`src/rtl/jt49_dcfilt_sat.sv`:
```
// ---------------------------------------------------------------------------
// jt49_dcfilt_sat
// Purpose : scales the signed DC-free difference by 2^(4+gain) and clamps the
//           result to the signed 16-bit range (no wrap-around).
// Ports   :
//   i_diff  in  11  signed difference, range -1023..+1023
//   i_gain  in   2  left-shift select, shift = 4 + i_gain
//   o_dout  out 16  saturated signed result (combinational)
// ---------------------------------------------------------------------------
module jt49_dcfilt_sat (
    input  logic [10:0] i_diff,
    input  logic [1:0]  i_gain,
    output logic [15:0] o_dout
);

    // 1023 << 7 needs 18 signed bits, so scaling is done at that width.
    localparam logic signed [17:0] SAT_MAX = 18'sd32767;
    localparam logic signed [17:0] SAT_MIN = -18'sd32768;

    logic        [2:0]  w_shamt;
    logic signed [17:0] w_ext;
    logic signed [17:0] w_scaled;

    // Sign-extend, scale by the selected power of two, then clamp.
    always_comb begin
        w_shamt  = 3'd4 + {1'b0, i_gain};
        w_ext    = $signed({{7{i_diff[10]}}, i_diff});
        w_scaled = w_ext <<< w_shamt;
        if (w_scaled > SAT_MAX) begin
            o_dout = 16'h7FFF;
        end else if (w_scaled < SAT_MIN) begin
            o_dout = 16'h8000;
        end else begin
            o_dout = w_scaled[15:0];
        end
    end

endmodule

```
`src/rtl/jt49_dcfilt.sv`:
```
// ---------------------------------------------------------------------------
// jt49_dcfilt
// Purpose : removes the DC offset from the unsigned PSG mix with a leaky
//           integrator, then scales and saturates the result to 16 bits.
// Ports   :
//   clk     in   1  rising-edge system clock
//   rst_n   in   1  asynchronous active-low reset
//   sample  in   1  one-clk strobe qualifying din
//   din     in  10  unsigned PSG sound
//   gain    in   2  output shift select (4 + gain), taken on the output clk
//   mute    in   1  zero the output sample on the output clk
//   dout    out 16  signed, DC-free, scaled audio (held between updates)
//   valid   out  1  one-clk pulse, one clk after each accepted sample
// ---------------------------------------------------------------------------
module jt49_dcfilt #(
    parameter int SHIFT = 6
) (
    input  logic        clk,
    input  logic        rst_n,
    input  logic        sample,
    input  logic [9:0]  din,
    input  logic [1:0]  gain,
    input  logic        mute,
    output logic [15:0] dout,
    output logic        valid
);

    localparam int AW = 10 + SHIFT;

    typedef enum logic {
        ST_WARM = 1'b0,
        ST_RUN  = 1'b1
    } state_t;

    state_t          r_state;
    state_t          w_state_next;
    logic            w_load_warm;
    logic            w_load_run;

    logic [AW-1:0]   r_acc;
    logic [9:0]      r_x;
    logic [9:0]      r_dcs;
    logic            r_pend;
    logic [15:0]     r_dout;
    logic            r_valid;

    logic [9:0]      w_dc;
    logic [AW-1:0]   w_acc_next;
    logic [10:0]     w_diff;
    logic [15:0]     w_scaled;

    // Integer part of the accumulator is the running DC estimate.
    assign w_dc       = r_acc[AW-1:SHIFT];
    // acc converges to dc<<SHIFT, so acc + din - dc never leaves [0, 1023<<SHIFT].
    assign w_acc_next = r_acc + {{SHIFT{1'b0}}, din} - {{SHIFT{1'b0}}, w_dc};
    // Zero-extended operands make the 11-bit result a correct signed difference.
    assign w_diff     = {1'b0, r_x} - {1'b0, r_dcs};

    jt49_dcfilt_sat u_sat (
        .i_diff (w_diff),
        .i_gain (gain),
        .o_dout (w_scaled)
    );

    // FSM state register.
    always_ff @(posedge clk or negedge rst_n) begin
        if (!rst_n) begin
            r_state <= ST_WARM;
        end else begin
            r_state <= w_state_next;
        end
    end

    // FSM next-state logic: the first accepted sample ends warm-up.
    always_comb begin
        w_state_next = r_state;
        case (r_state)
            ST_WARM: begin
                if (sample) begin
                    w_state_next = ST_RUN;
                end else begin
                    w_state_next = ST_WARM;
                end
            end
            ST_RUN:  w_state_next = ST_RUN;
            default: w_state_next = ST_WARM;
        endcase
    end

    // FSM output logic: which datapath load happens on an accepted sample.
    always_comb begin
        w_load_warm = 1'b0;
        w_load_run  = 1'b0;
        case (r_state)
            ST_WARM: w_load_warm = sample;
            ST_RUN:  w_load_run  = sample;
            default: begin
                w_load_warm = 1'b0;
                w_load_run  = 1'b0;
            end
        endcase
    end

    // Integrator datapath; warm-up preloads acc so the first output is zero.
    always_ff @(posedge clk or negedge rst_n) begin
        if (!rst_n) begin
            r_acc <= {AW{1'b0}};
            r_x   <= 10'd0;
            r_dcs <= 10'd0;
        end else if (w_load_warm) begin
            r_acc <= {din, {SHIFT{1'b0}}};
            r_x   <= din;
            r_dcs <= din;
        end else if (w_load_run) begin
            r_acc <= w_acc_next;
            r_x   <= din;
            r_dcs <= w_dc;
        end else begin
            r_acc <= r_acc;
            r_x   <= r_x;
            r_dcs <= r_dcs;
        end
    end

    // Output stage: one result per accepted sample, one clk later.
    always_ff @(posedge clk or negedge rst_n) begin
        if (!rst_n) begin
            r_pend  <= 1'b0;
            r_dout  <= 16'd0;
            r_valid <= 1'b0;
        end else begin
            r_pend  <= sample;
            r_valid <= r_pend;
            if (r_pend) begin
                r_dout <= mute ? 16'd0 : w_scaled;
            end else begin
                r_dout <= r_dout;
            end
        end
    end

    assign dout  = r_dout;
    assign valid = r_valid;

endmodule

```
`config.mk`:
```
export PLATFORM = sky130hd
export DESIGN_NAME = jt49_dcfilt
export DESIGN_NICKNAME = d
export VERILOG_FILES = /design/src/rtl/jt49_dcfilt_sat.sv /design/src/rtl/jt49_dcfilt.sv
export SDC_FILE = /design/constraint.sdc
export NUM_CORES = 1
export LEC_CHECK = 0
export BUFFER_PORTS_ARGS = -buffer_cell sky130_fd_sc_hd__buf_2
export CAP_MARGIN = 20
export CORE_MARGIN = 2
export CORE_UTILIZATION = 50
export DETAILED_ROUTE_END_ITERATION = 16
export PLACE_DENSITY_LB_ADDON = 0.25
export SYNTH_ARGS = -nofsm -noshare
export SYNTH_HDL_FRONTEND = slang
export SYNTH_HIERARCHICAL = 1
export SYNTH_SLANG_ARGS = --single-unit
```
`constraint.sdc`:
```
create_clock -name clk -period 6.61 [get_ports clk]
set_input_delay 0.9915 -clock clk [delete_from_list [all_inputs] [get_ports clk]]
set_output_delay 0.9915 -clock clk [all_outputs]
set_load 0.005 [all_outputs]
```
# Word level (Yosys, flattened, before mapping)
# Cells that the tools add are included.
# word_totals
word_cells	29
reg_bits	55
inputBits	16
out_inout_bits	17
# classes
n_mux	13
magnitude_cmp	2
n_bitwise	1
shifts	1
add_sub_neg	4
n_reduce_logical	1
# op_table
cell	count
$mux 16	5
$mux 10	4
$gt 18x16->1 const B	1
$lt 18x16->1 const B	1
$sshl 11x3->18	1
$add 16x10->16	1
$sub 16x10->16	1
$sub 10x10->11	1
$add 3x2->3 const A	1
$mux 1	3
$pmux 1 s2	1
$reduce_bool 2->1	1
$not 1->1	1

# Longest topological paths before layout
# Gate-level depths: netlist of run 1.
# depth
depth_word	6
depth_mapped	15

# Modules after synthesis
# The synthesis of run 1 kept the hierarchy.
# by_module_without_submodules
mod	area_per_inst_um2	n_inst	cells_per_inst
jt49_dcfilt	3754.9	1	418
jt49_dcfilt_sat	440.4	1	60

# Least setup slack after synthesis of run 1
# OpenSTA, ideal clock, no wires.
# synth_path
path_type	input to register
start	in din[1]
end	reg r_acc[9]
required_ns	6.523
cell_stages	10
t_arrival_ns	3.130
setup_slack_ns	3.393
path_cell_list	inv_1 fa_1 inv_1 ha_1 a211oi_2 o211ai_2 a31o_2 a21oi_1 mux2_2 o211ai_1
# synth_between
elab_chain_len	4
# synth_lines
element	line_no	rtl
start, declared	jt49_dcfilt.sv:21	input logic [9:0] din,
$add 16x10->16	jt49_dcfilt.sv:55	assign w_acc_next = r_acc + {{SHIFT{1'b0}}, din} - {{SHIFT{1'b0}}, w_dc};
$sub 16x10->16	jt49_dcfilt.sv:55	
$mux 16	jt49_dcfilt.sv:114	end else if (w_load_run) begin
$mux 16	jt49_dcfilt.sv:110	end else if (w_load_warm) begin
end signal, assigned	jt49_dcfilt.sv:111	r_acc <= {din, {SHIFT{1'b0}}};
end signal, assigned	jt49_dcfilt.sv:115	r_acc <= w_acc_next;
end signal, assigned	jt49_dcfilt.sv:119	r_acc <= r_acc;
end, declared	jt49_dcfilt.sv:40	logic [AW-1:0] r_acc;
# No other way between the ends. The select of a mux whose other input is x is not followed.
# A chain may end at the register's enable or synchronous reset.

# Worst setup path after layout of run 1
# layout_path
start	in din[1]
end	reg r_acc[14]
# The elaborated chain is that of the path after synthesis.

==> flow_summary.ini, run 1 <==
[run_status]
outcome = complete, no violations

[final_layout]
areaGrowthSynthToFinish_pct = 7.69
diodes = 0
finalNetCount = 551
drive_gt1_frac = 0.134
stdcell_count = 604
post-route-cell-area_mm2 = 0.00452
utilization = 0.553

[timing]
finClkSkew_ns = 0.00603
finalMaxSlewViolations = 0
setup_violations = 0
worst_slew_pin_slew_ns = 0.775
hold_violations = 0
min_period_ns = 3.26
setup_ws_ns = 3.35
max_freq_mhz = 307
tns_ns = 0
fin_hold_ws_ns = 0.499
relSlewSlack = 0.483
period_share = 0.493
rsz0062_at_grt = false

[setup_path]
cp.arrival_ns = 3.45
r2r_end = dout[12]
cp-end-kind = flip-flop
reg2reg_slack_ns = 3.42
crit_type = input pin to flip-flop
rr_worst_depth = 13
start_kind = input pin
r2r-start = r_dcs[0]
critPathRequiredTime_ns = 6.80
path_max_fanout = 4

[synth]
async_flop_share = 1.00
syn_area_per_cell_um2 = 8.78
synth_edf_count = 0
synth_fp_nets = 531
ys_ff_latch = 55
ys_warn_count = 6
synth-main-ff-cell = dfrtp_1
synth_common_cells = inv_1, dfrtp_1, a21oi_1
synth.most_common_cell = inv_1
synth.area.top_cells = dfrtp_1, ha_1, inv_1, fa_1, a21oi_1
yosys.area.top_type = dfrtp_1
netlist_instances = 478
synth_cell_type_count = 63
syn_area_mm2 = 0.00420
synth_top_area_frac = 0.328
seq_area_frac_synth = 0.328

[global_routing]
overflow = 0
grt_max_degree = 56
antenna_found_initial = 0
track_usage = 0.209
grt_pass1_vias = 3195
grt_pass1_wl_mm = 15.2

[clocking]
cts.sinks = 55
h-tree-depth = 2
clock_latency_ns = 0.31
numCtsBuffers = 5
cts.repair.resized = 0
cts_tree = done
clkTransAtPathRegs_ns = 0.10
postCtsSetupBuffers = 0
clockBufferDepth = 2
root_buffer = clkbuf_8
ctsHoldBuffers = 0

[die]
core_mm2 = 0.00818
die_y_um = 95.6
die-area_mm2 = 0.00914
die_w_um = 95.6
start_util = 0.513
fp-row-count = 33
io_pins = 33

[placed_design]
pre_cts_slack_ns = 3.02
place_congestion = 0.947
portBuffers = 32
place_hpwl_mm = 6.71
dpl_cell_area_mm2 = 0.00440
dp_cells = 596

[power_and_ir_drop]
power.density_mw_per_mm2 = 576
vdd_ir_drop_max_mv = 0.251
leakage_nw = 2.24
finalPower_mw = 2.60

[drt]
drc = 0
post_drt_via_cell_ratio = 5.51
wl_per_cell_um = 14.7
route.vias.total = 3331
initialDrtViolationCount = 143
finalWirelength_mm = 8.87
detail-route-antenna-nets = 0
drtPass1Iterations = 4

[min_path]
hold_class = flip-flop to flip-flop
whs_path_depth = 1
hold_path_end = r_acc[4]
hold_start = r_acc[4]

[job]
drv_cap = 0
==> logic make-up (layout without fill, tap and decap cells) <==
| logic type | Yosys count | count (layout) | synth area share |
|---|---|---|---|
| multiplexers | 26 | 26 | 0.0665 |
| AO/OA/AOI/OAI | 136 | 136 | 0.217 |
| buffers and inverters | 108 | 129 | 0.104 |
| AND/OR/NAND/NOR | 103 | 103 | 0.128 |
| flip-flops | 55 | 55 | 0.328 |
| adder cells (fa/ha/maj) | 37 | 37 | 0.130 |
| XOR/XNOR | 13 | 13 | 0.0271 |
==> sequential cells by signal, indices dropped and copies added, names as in the netlist <==
register and count:
r_pend 1, valid 1, dout 16, r_dcs 10, r_acc 16, r_state 1, r_x 10
==> worst max-delay path, cell delays in order <==
cell,delay (ns)
buf_2,0.12
inv_1,0.06
fa_1,0.52
fa_1,0.45
nor2b_1,0.23
o31a_1,0.20
o221a_2,0.29
a31oi_4,0.12
o311ai_0,0.33
o211ai_1,0.14
==> report_power, final <==
part | leakage (nW) | switching (mW) | internal [mW]
registers | 0.664 | 0.0862 | 0.455
logic | 1.52 | 1.01 | 0.805
clock network | 0.0618 | 0.117 | 0.125
==> cell usage in the layout (no fill, tap or decap), types with 2 or more instances in the layout <==
master	netlist	layout
buf_2	0	32
a221oi_2	2	2
nand4_1	2	2
nand3b_1	17	17
a221oi_1	2	2
o221ai_1	2	2
a21oi_1	34	34
ha_1	26	26
dfrtp_1	55	55
xnor2_1	7	7
o31a_1	2	2
clkbuf_8	0	6
a21o_1	10	10
nor3_1	5	5
and2_1	2	2
nor2_1	29	29
nand3_1	4	4
a31o_2	2	2
buf_4	4	3
o21ai_0	31	31
or3_1	7	7
inv_1	85	85
nand2_1	19	19
nor2b_1	9	9
a211oi_1	3	3
a2111oi_0	3	3
fa_1	11	11
mux2_1	6	6
mux2i_1	11	11
and3_1	3	3
nand2b_1	2	2
o21a_1	5	5
o22ai_1	4	4
xor2_1	6	6
o211ai_1	6	6
a31oi_1	4	4
o21ai_1	7	7
mux2_2	9	9
==> cell type report <==
| cell class | count | area, um^2 |
|---|---|---|
| clock buffer | 6 | 82.6 |
| timing repair buffer | 35 | 183 |
| multi-input combinational | 315 | 2380 |
| tap | 105 | 131 |
| fill | 765 | 3660 |
| inverter | 86 | 323 |
| sequential | 55 | 1380 |
| clock inverter | 2 | 38.8 |
==> worst max path at each step <==
| stage | startpoint | endpoint | cells after the start |
|---|---|---|---|
| after CTS | din[1] | r_acc[14] | 10 |
| final | din[1] | r_acc[14] | 10 |
| after global placement | din[1] | r_acc[13] | 11 |
| after global routing | r_x[0] | dout[8] | 14 |
| after detailed placement | din[1] | r_acc[14] | 10 |
| after floorplan | din[1] | r_acc[9] | 10 |
==> per-layer routing <==
| metal | vias to the layer above | global-route usage | routed length, um |
|---|---|---|---|
| met4 | 0 | 0.0393 | 79 |
| met2 | 60 | 0.365 | 4360 |
| met5 | - | 0 | 0 |
| met1 | 1586 | 0.277 | 4100 |
| li1 | 1678 | - | - |
| met3 | 7 | 0.0308 | 339 |
Power figures use the tool's default switching activity.
==> run 2: changes to the inputs <==
--- a/config.mk
+++ b/config.mk
@@ -5,6 +5,7 @@
 export SDC_FILE = /design/constraint.sdc
 export NUM_CORES = 1
 export LEC_CHECK = 0
+export ABC_AREA = 1
 export BUFFER_PORTS_ARGS = -buffer_cell sky130_fd_sc_hd__buf_2
 export CAP_MARGIN = 20
 export CORE_MARGIN = 2
==> constraint.sdc (replaced) <==
create_clock -name clk -period 3.08 [get_ports clk]
set_input_delay 0.462 -clock clk [delete_from_list [all_inputs] [get_ports clk]]
set_output_delay 0.462 -clock clk [all_outputs]
set_load 0.005 [all_outputs]
==> flow_summary.ini, run 2 <==
[run_status]
outcome = complete, no violations

[setup_path]
r2r_end = dout[1]
critPathMaxStageDelay_ns = 0.40
crit_cells = 14
start_kind = flip-flop
cpLargestDelayFamily = compound AO/OA/AOI/OAI gates
path_max_fanout = 12
cp_common_cell = nand2_1
cp.arrival_ns = 2.92
r2r-start = r_dcs[2]
cpMaxStageDelayCell = o21ai_2
critPathRequiredTime_ns = 3.24
reg2reg_slack_ns = 0.32
crit_buf_inv = 2
rr_worst_depth = 14
crit_type = flip-flop to flip-flop
worstPathCellList = inv_1 > ha_1 > a21oi_1 > nor2_1 > o21ai_0 > nand3_1 > nand2_1 > nand2_1 > nand2_1 > nand2_1 > o21ai_2 > inv_1 > nand3_1 > o21ai_0
cp-end-kind = flip-flop

[final_layout]
diodes = 0
areaGrowthSynthToFinish_pct = 7.68
mostFrequentLayoutCell = nand2_1
drive_gt1_frac = 0.0813
fill_cells = 815
final_cell_mix = nand2_1, inv_1, nand3_1
finalNetCount = 704

[synth]
synth_edf_count = 0
synth_top_area_frac = 0.320
synth.area.top_cells = dfrtp_1, nand2_1, inv_1, ha_1, nand3_1
synth_fp_nets = 683
ys_warn_count = 6
yosys.area.top_type = dfrtp_1
async_flop_share = 1.00
synth-main-ff-cell = dfrtp_1
synth_cell_type_count = 35
netlist_instances = 630
synth.most_common_cell = nand2_1
ys_ff_latch = 55
syn_area_per_cell_um2 = 6.82
seq_area_frac_synth = 0.320
syn_area_mm2 = 0.00430
synth_common_cells = nand2_1, inv_1, nand3_1

[global_routing]
busiest_layer = met2
antenna_found_initial = 0
grt_util_met1 = 0.303
grtUsageMet2 = 0.384
track_usage = 0.224
overflow = 0
grt_pass1_wl_mm = 17.6
grt_max_degree = 41
grt_pass1_vias = 3767
globalRouteMet3Util = 0.0253

[timing]
relSlewSlack = 0.398
max_freq_mhz = 363
fin_hold_ws_ns = 0.263
period_share = 0.895
tns_ns = 0
finalMaxSlewViolations = 0
worst_slew_pin_slew_ns = 0.903
min_period_ns = 2.76
rsz0062_at_grt = false
setup_violations = 0
hold_violations = 0
finClkSkew_ns = 0.00649

[clocking]
root_buffer = clkbuf_8
cts.sinks = 55
ctsHoldBuffers = 0
postCtsSetupBuffers = 0
clockBufferDepth = 2
h-tree-depth = 2
cts.repair.resized = 0
clkTransAtPathRegs_ns = 0.10
numCtsBuffers = 5
cts_tree = done
clock_latency_ns = 0.31

[job]
drv_cap = 0

[power_and_ir_drop]
vdd_ir_drop_max_mv = 0.851
p_seq_frac = 0.203
p_switching_mw = 2.94
leakage_nw = 2.70
finalPower_mw = 5.66
cell_internal_pwr_mw = 2.72
combPwrFrac = 0.697
power.density_mw_per_mm2 = 1220
switching_share = 0.520
power_frac_clock = 0.100

[drt]
drc = 0
post_drt_via_cell_ratio = 5.16
detail-route-antenna-nets = 0
finalWirelength_mm = 10.1
wl_per_cell_um = 13.3
route.vias.total = 3908
initialDrtViolationCount = 203
drtPass1Iterations = 6

[die]
start_util = 0.521
core_mm2 = 0.00826
io_pins = 33
die-area_mm2 = 0.00936
fp-row-count = 33
die_y_um = 96.7
die_w_um = 96.7

[min_path]
hold_class = input pin to async pin

[placed_design]
place_hpwl_mm = 7.99
portBuffers = 32
place_congestion = 0.920
[run 2: cell families (layout without fill, tap and decap cells)]
logic type | after synthesis | count (layout) | share of synthesized area
AND/OR/NAND/NOR | 289 | 289 | 0.281
AO/OA/AOI/OAI | 81 | 81 | 0.109
adder cells (fa/ha/maj) | 37 | 37 | 0.127
XOR/XNOR | 8 | 8 | 0.0163
flip-flops | 55 | 55 | 0.320
buffers and inverters | 160 | 182 | 0.147
[run 2: metrics by stage]
stage | setup slack, ns | instance area, um^2 | utilization | std cells
after floorplan | 0.755 | 4300 | - | 630
after global placement | 0.417 | 4500 | 0.545 | 749
after detailed placement | 0.368 | 4500 | 0.545 | 749
after CTS | 0.351 | 4630 | 0.561 | 757
after global routing | 0.0895 | 4630 | 0.561 | 757
final | 0.323 | 4630 | 0.561 | 757
[run 2: worst max path at each step]
stage	start	end	slack, ns
global route	r_dcs[2]	dout[2]	0.09
floorplan	r_dcs[0]	dout[1]	0.75
finish	r_dcs[2]	dout[1]	0.32
global placement	r_dcs[2]	dout[0]	0.42
CTS	r_dcs[2]	dout[1]	0.35
detailed placement	r_dcs[2]	dout[1]	0.37
[run 2: area by class of cell]
type | count | area, um^2 | area share
multi-input cells | 415 | 2290 | 0.495
flip-flops and latches | 55 | 1380 | 0.297
inverters | 141 | 529 | 0.114
repair buffers | 33 | 168 | 0.0362
well taps | 105 | 131 | 0.0284
clock buffers | 6 | 72.6 | 0.0157
clock inverters | 2 | 60.1 | 0.0130
[run 2: metal layers]
layer,share of wire,up-vias
met3,0.035,17
met5,0,-
li1,-,1993
met1,0.46,1798
met4,0.020,0
met2,0.48,100
[run 2: power groups by stage]
stage               registers [mW]  logic (mW)  clock network (mW)
floorplan                     1.12        3.05                   0
global placement              1.15        3.82                   0
detailed placement            1.16        3.90                   0
CTS                           1.15        3.92               0.572
global route                  1.18        4.57               0.607
finish                        1.15        3.94               0.569
